$ cat src/rtl/cache_control_lw.sv
// cache_control_lw: sequences one CPU request against the tag-compare results.
// It drives the cache-array write enables, the datapath muxes and a strobed
// memory interface, with multi-word line fill, wait states and a selectable
// write policy.
//
// state      | meaning
// -----------+-------------------------------------------------------------
// IDLE       | waiting for Strobe; all outputs low
// LOOKUP     | tag compare; hits finish here (write-through hits go on to MWR)
// EVICT_REQ  | memory write strobe for one dirty-line word (MSel=1)
// EVICT_WAIT | wait states of an eviction beat
// FILL_REQ   | memory read strobe for one line word
// FILL_WAIT  | wait states of a fill beat
// FILL_DATA  | write one returned word into the cache array
// MWR_REQ    | write-through memory strobe (MSel=0)
// MWR_WAIT   | write-through wait states; DReady on the final cycle
// DONE       | finish a missed request (read data valid / write merged)
module cache_control_lw #(
  parameter int WAIT_STATES = 4,
  parameter int LINE_WORDS  = 1,
  parameter int WRITE_BACK  = 0,
  localparam int IW = (LINE_WORDS > 1) ? $clog2(LINE_WORDS) : 1
) (
  input  logic          clk,
  input  logic          reset,
  input  logic          Strobe,
  input  logic          DRW,
  input  logic          M,
  input  logic          V,
  input  logic          Dirty,
  output logic          DReady,
  output logic          W,
  output logic          WSel,
  output logic          RSel,
  output logic          MSel,
  output logic          MStrobe,
  output logic          MRW,
  output logic [IW-1:0] WordIdx,
  output logic          SetDirty,
  output logic          ClrDirty,
  output logic          Busy
);

  localparam int CW = (WAIT_STATES > 0) ? $clog2(WAIT_STATES + 1) : 1;
  localparam logic [IW-1:0] LAST_BEAT = IW'(LINE_WORDS - 1);
  localparam logic [CW-1:0] C_WAIT = CW'(WAIT_STATES);
  // With zero wait states an eviction beat still gets one gap cycle, so that
  // back-to-back eviction strobes never land on consecutive cycles.
  localparam logic [CW-1:0] C_EVICT_WAIT = (WAIT_STATES > 0) ? CW'(WAIT_STATES) : CW'(1);
  localparam bit WB = (WRITE_BACK != 0);

  typedef enum logic [3:0] {
    IDLE, LOOKUP, EVICT_REQ, EVICT_WAIT, FILL_REQ,
    FILL_WAIT, FILL_DATA, MWR_REQ, MWR_WAIT, DONE
  } state_t;

  state_t          r_state, w_state_nxt;
  logic [IW-1:0]   r_beat, w_beat_nxt;
  logic [CW-1:0]   r_wait, w_wait_nxt;
  logic            r_drw, w_drw_nxt;
  logic            w_hit, w_evict, w_wait_last, w_beat_last;

  assign w_hit       = M & V;
  assign w_evict     = WB & V & Dirty;
  assign w_wait_last = (r_wait <= CW'(1));
  assign w_beat_last = (r_beat == LAST_BEAT);

  // State, beat counter, wait counter and latched request type.
  always_ff @(posedge clk or negedge reset) begin
    if (!reset) begin
      r_state <= IDLE;
      r_beat  <= '0;
      r_wait  <= '0;
      r_drw   <= 1'b0;
    end else begin
      r_state <= w_state_nxt;
      r_beat  <= w_beat_nxt;
      r_wait  <= w_wait_nxt;
      r_drw   <= w_drw_nxt;
    end
  end

  // Next-state and counter update logic.
  always_comb begin
    w_state_nxt = r_state;
    w_beat_nxt  = r_beat;
    w_wait_nxt  = r_wait;
    w_drw_nxt   = r_drw;
    case (r_state)
      IDLE: begin
        if (Strobe) begin
          w_state_nxt = LOOKUP;
          w_drw_nxt   = DRW;
        end
      end
      LOOKUP: begin
        if (r_drw && !WB) begin
          w_state_nxt = MWR_REQ;
        end else if (w_hit) begin
          w_state_nxt = IDLE;
        end else begin
          w_state_nxt = w_evict ? EVICT_REQ : FILL_REQ;
        end
      end
      EVICT_REQ: begin
        w_wait_nxt  = C_EVICT_WAIT;
        w_state_nxt = EVICT_WAIT;
      end
      EVICT_WAIT: begin
        if (w_wait_last) begin
          w_wait_nxt = '0;
          if (w_beat_last) begin
            w_beat_nxt  = '0;
            w_state_nxt = FILL_REQ;
          end else begin
            w_beat_nxt  = r_beat + IW'(1);
            w_state_nxt = EVICT_REQ;
          end
        end else begin
          w_wait_nxt = r_wait - CW'(1);
        end
      end
      FILL_REQ: begin
        w_wait_nxt  = C_WAIT;
        w_state_nxt = (WAIT_STATES == 0) ? FILL_DATA : FILL_WAIT;
      end
      FILL_WAIT: begin
        if (w_wait_last) begin
          w_wait_nxt  = '0;
          w_state_nxt = FILL_DATA;
        end else begin
          w_wait_nxt = r_wait - CW'(1);
        end
      end
      FILL_DATA: begin
        if (w_beat_last) begin
          w_beat_nxt  = '0;
          w_state_nxt = DONE;
        end else begin
          w_beat_nxt  = r_beat + IW'(1);
          w_state_nxt = FILL_REQ;
        end
      end
      MWR_REQ: begin
        w_wait_nxt  = C_WAIT;
        w_state_nxt = (WAIT_STATES == 0) ? IDLE : MWR_WAIT;
      end
      MWR_WAIT: begin
        if (w_wait_last) begin
          w_wait_nxt  = '0;
          w_state_nxt = IDLE;
        end else begin
          w_wait_nxt = r_wait - CW'(1);
        end
      end
      DONE:    w_state_nxt = IDLE;
      default: w_state_nxt = IDLE;
    endcase
  end

  // Output decode; IDLE (and therefore reset) drives everything low.
  always_comb begin
    DReady   = 1'b0;
    W        = 1'b0;
    WSel     = 1'b0;
    RSel     = 1'b0;
    MSel     = 1'b0;
    MStrobe  = 1'b0;
    MRW      = 1'b0;
    WordIdx  = '0;
    SetDirty = 1'b0;
    ClrDirty = 1'b0;
    Busy     = (r_state != IDLE);
    case (r_state)
      LOOKUP: begin
        if (!r_drw) begin
          DReady = w_hit;
        end else if (!WB) begin
          W = w_hit;
        end else if (w_hit) begin
          W        = 1'b1;
          SetDirty = 1'b1;
          DReady   = 1'b1;
        end
      end
      EVICT_REQ: begin
        MStrobe = 1'b1;
        MRW     = 1'b1;
        MSel    = 1'b1;
        WordIdx = r_beat;
      end
      EVICT_WAIT: begin
        MRW     = 1'b1;
        MSel    = 1'b1;
        WordIdx = r_beat;
      end
      FILL_REQ: begin
        MStrobe = 1'b1;
        WordIdx = r_beat;
      end
      FILL_WAIT: WordIdx = r_beat;
      FILL_DATA: begin
        W        = 1'b1;
        WSel     = 1'b1;
        WordIdx  = r_beat;
        ClrDirty = w_beat_last;
      end
      MWR_REQ: begin
        MStrobe = 1'b1;
        MRW     = 1'b1;
        DReady  = (WAIT_STATES == 0);
      end
      MWR_WAIT: begin
        MRW    = 1'b1;
        DReady = w_wait_last;
      end
      DONE: begin
        DReady = 1'b1;
        if (r_drw) begin
          W        = 1'b1;
          SetDirty = 1'b1;
        end
      end
      default: ;
    endcase
  end

endmodule

$ cat config.mk
export PLATFORM = sky130hd
export DESIGN_NAME = cache_control_lw
export DESIGN_NICKNAME = d
export VERILOG_FILES = /design/src/rtl/cache_control_lw.sv
export SDC_FILE = /design/constraint.sdc
export NUM_CORES = 1
export LEC_CHECK = 0
export ABC_AREA = 1
export CORE_MARGIN = 2
export CORE_UTILIZATION = 42
export CTS_CLUSTER_SIZE = 24
export DETAILED_ROUTE_END_ITERATION = 10
export PLACE_DENSITY = 0.7
export SYNTH_ARGS = -nofsm -noshare
export SYNTH_HDL_FRONTEND = slang
export SYNTH_SLANG_ARGS = --single-unit
$ cat constraint.sdc
create_clock -name clk -period 1.1 [get_ports clk]
set_input_delay 0.165 -clock clk [delete_from_list [all_inputs] [get_ports clk]]
set_output_delay 0.165 -clock clk [all_outputs]
set_load 0.01 [all_outputs]
; After elaboration in Yosys (flattened, before gate mapping)
; Cells that the tools add are included.
[totals]
reg_bits = 9
wordCells = 60
inputBits = 7
[classes]
eq_ne = 13
bitwise_logic = 2
n_mux = 26
n_lt_le_gt_ge = 1
n_reduce_logical = 12
addsub = 2
[ops]
columns = operator, n
row1 = 4-bit one-hot mux with 9 select lines, 1
row2 = 4-bit 2-to-1 mux, 5
row3 = 4-bit by 3-bit == test with 1-bit output (second input constant), 4
row4 = 1-bit 2-to-1 mux, 12
row5 = 3-bit 2-to-1 mux, 4
row6 = 4-bit by 2-bit == test with 1-bit output (second input constant), 2
row7 = 4-bit == test (second input constant), 2
row8 = 2-bit inequality test (second input constant), 4
row9 = 1-bit one-hot mux with 3 select lines, 2
row10 = 3-bit one-hot mux with 2 select lines, 1
row11 = 3-bit OR reduction, 2
row12 = 5-bit OR reduction, 1
row13 = 4-bit by 1-bit == test with 1-bit output (second input constant), 1
row14 = 4-bit zero test, 1
row15 = 2-bit AND reduction, 2
row16 = 4-bit AND reduction, 1
row17 = 2-bit nonzero test, 2
row18 = 4-bit nonzero test, 1
row19 = 4-bit OR reduction, 1
row20 = 3-bit by 1-bit less-or-equal comparator with 1-bit output (second input constant), 1
row21 = 3-bit by 1-bit subtractor with 3-bit output (second input constant), 1
row22 = 1-bit one-hot mux with 2 select lines, 1
row23 = 2-bit OR reduction, 1
row24 = 1-bit adder (second input constant), 1
row25 = other kinds (2), 2

; Depth between registers and ports, before layout
[logic_depth]
ltp_word = 4
depth_mapped = 8
depth_no_buf = 8

; Worst setup path before layout
; OpenSTA, ideal clock, no wires.
[synth_timing]
path_type = register to output
startpoint = register r_state[1]
endpoint = output port DReady
slack_ns = -0.094
required_time_ns = 0.935
stages_incl_launch_ff = 4
arrival_ns = 1.029
cell_sequence = dfrtp_1 nor2_2 nand2_2 o21ai_0
[synth_between]
elab_chain_len = 2
elab_cells_between_ends = 4
[synth_rtl]
columns = item, line
row1 = from (decl), 57  ; state_t r_state, w_state_nxt;
row2 = from (signal assigned), 76  ; r_state <= w_state_nxt;
row3 = 4-bit == test / 4-bit by 1-bit == test with 1-bit output (equally long branches), 174  ; case (r_state)
row4 = 1-bit one-hot mux with 3 select lines *, 174
row5 = to (decl), 31  ; output logic DReady,
; Every way passes the cells marked *; elsewhere a longest branch is shown, timed or not.

; Final worst setup path
[layout_timing]
startpoint = register r_state[0]
endpoint = output port DReady
; Same word-level chain as after synthesis.

==> summary.md <==
| Metric | Value |
|---|---|
| CTS tree | `yes` |
| Max_cap viols | `0` |
| Reg-to-reg slack, setup | `-0.36 ns` |
| Most common cell after layout, fill and taps aside | `buf_4` |
| Seq/Total Area, Yosys | `0.282` |
| Synthesized area per cell | `6.63 um^2` |
| Most frequent cells in the layout | `buf_4, nand2_1, inv_1, nor2_4, buf_6` |
| Via density | `5.29` |
| Die area | `2030 um^2` |
| Yosys reg bits | `8` |
| Pwr per Cell Area | `between 3000 and 4000 nW/um^2` |
| GPL Wtd Cong | `0.914` |
| Share of post-route cells with drive strength above 1 | `0.581` |
| R2R depth | `10` |
| CTS max path bufs | `2` |
| Seq. cell area | `around 200 um^2` |
| DP HPWL | `1.55 mm` |
| Antenna Cells | `0` |
| Layout area overhead | `76.5%` |
| First-pass GRT wire length | `between 4 and 5 mm` |
| Fin crit period | `between 1.5 and 2 ns` |
| Total core area | `1540 um^2` |
| Total vias in the final route | `905` |
| Rows | `14` |
| Post-DR wirelength/cell | `15.1 um` |
| Crit path capture | `DReady` |
| I/O pins | `18` |
| Worst Setup SP | `r_state[0]` |
| Grt ovf | `0` |
| Setup violators final | `17` |
| CTS root buffer | `clkbuf_4` |
| GR Util All Layers | `0.277` |
| Synth unique cells | `18` |
| Worst endpoint data arrival time | `1.34 ns` |
| Die height | `45.1 um` |
| Fillers | `89` |
| NumNets Final | `166` |
| Total wire length | `2.59 mm` |
| Clock sinks | `8` |
| Worst path required time | `~0.94 ns` |
| Post-Syn Instances | `107` |
| M1 WL | `approximately 1.1 mm` |
| H-tree depth | `1` |
| Mapped cell area | `709 um^2` |
| Reg-to-reg endpoint | `r_state[0]` |
| RSZ-0062 raised after global routing | `true` |
| Failing checks | `setup timing` |
| Maximum clock rate | `666 MHz` |
| Crit Path Max Fanout | `4` |
| Starting DRT DRC Count | `29` |
| Routed Antenna Nets | `0` |
| Final slew viol count | `0` |
| CTS Hold Bufs | `0` |
| Port bufs | `14` |
| P_leak | `around 0.00068 uW` |
| Area of the multi-input gates | `544 um^2` |
| Vias in the first global route | `between 900 and 1000` |
| Effective utilization at floorplan | `0.460` |
| Setup Crit Path Kind | `reg -> out` |
| Final worst setup slack | `-0.402 ns` |
| Maximum vdd drop | `2.17 mV` |
| Tcrit/Tclk final | `1.37` |
| Die W | `45.1 um` |
| Cell taking the most area after synthesis | `dfrtp_1` |
| Clk_lat worst skew | `0.25 ns` |
| CP Launch Type | `register` |
| Top cells by area, synth | `dfrtp_1, nand2_1, nand3_1, inv_1, nor2_4` |
| CTS Buf Count | `3` |
| Worst hold path type | `in -> async` |
| Design area | `1250 um^2` |
| Worst Setup End Kind | `primary output` |
| WL met2 | `roughly 1.3 mm` |
| Max Clock Skew | `around 0.01 ns` |
| Warning count from the yosys run | `0` |
| Area after DPL | `between 1000 and 1500 um^2` |
| Final Power | `3940 uW` |
| Clk slew on worst S/H paths | `0.06 ns` |
| Initial antenna violation count | `0` |
| Hold WS | `~0.19 ns` |
| Setup tns final | `-5.00 ns` |
| Status | `complete, but fails checks` |
| DRT Pass-1 Iters | `4` |
| Largest net degree at the start of global routing | `9` |
| Residual DRC count | `0` |
| Final Hold Violating Endpoints | `0` |
| Worst r2r src | `r_state[2]` |
| Post-synth top area share | `0.282` |
| Top Metal Used | `met4` |
| Met3 wire length | `approximately 100 um` |
[through the flow]
stage / std cells / worst slack (ns) / util
after global placement: 156 / -0.546 / 0.675
after CTS: 170 / -0.365 / 0.778
after detailed placement: 156 / -0.579 / 0.675
final: 171 / -0.402 / 0.813
after floorplan: 108 / -0.00686 / -
after global routing: 171 / -0.482 / 0.813
[layout make-up]
cell class / count / area share
flip-flops and latches: 8 / 0.164
clock buffers: 3 / 0.0180
inverters: 19 / 0.0599
repair buffers: 47 / 0.308
multi-input cells: 78 / 0.435
well taps: 16 / 0.0160
[worst min path at each step]
stage,from,to,cells past startpoint
finish,reset,r_wait[1],1
global route,reset,r_wait[1],1
CTS,reset,r_wait[1],1
detailed placement,reset,r_drw,1
global placement,r_wait[2],r_wait[2],2
floorplan,reset,r_drw,0
[repair_timing]
| action | in CTS | in global routing |
|---|---|---|
| resized for setup | 65 | 11 |
| gates cloned | 0 | 0 |
| pin swaps | 18 | 2 |
| setup endpoints to repair | 17 | 17 |
| setup buffers | 11 | 1 |
[power breakdown]
| part | switching [uW] | internal (uW) | leakage (uW) |
|---|---|---|---|
| registers | 205 | 441 | 0.0000939 |
| clock network | 94.9 | 125 | 0.0000138 |
| logic | 1650 | 1420 | 0.000574 |
[routing by layer]
layer  track usage  vias to the layer above
met5             0                        -
met4         0.129                        0
met3        0.0320                        8
met2         0.474                       29
met1         0.345                      447
li1              -                      421
[logic make-up after synthesis]
logic type | after synthesis | share of synthesized area
AND/OR/NAND/NOR | 67 | 0.478
buffers and inverters | 22 | 0.134
flip-flops | 8 | 0.282
AO/OA/AOI/OAI | 7 | 0.0653
adder cells (fa/ha/maj) | 2 | 0.0353
other | 1 | 0.00529
[synthesized netlist by cell type (all sizes together)]
cell,count
buf,3
clkinv,1
conb,1
dfrtp,8
ha,2
inv,18
nand2,34
nand3,14
nand4,2
nor2,17
o21ai,7
[worst max-delay path, stage by stage (launching register included)]
cell	delay (ns)
dfrtp_2	0.44
buf_6	0.13
nor2_4	0.14
nand2_2	0.10
o21ai_2	0.12
buf_2	0.15
[flip-flops by register name, indices dropped and copies added, names as in the netlist]
| name | flops |
|---|---|
| r_state | 4 |
| r_wait | 3 |
| r_drw | 1 |
(Power assumes the default switching activity.)
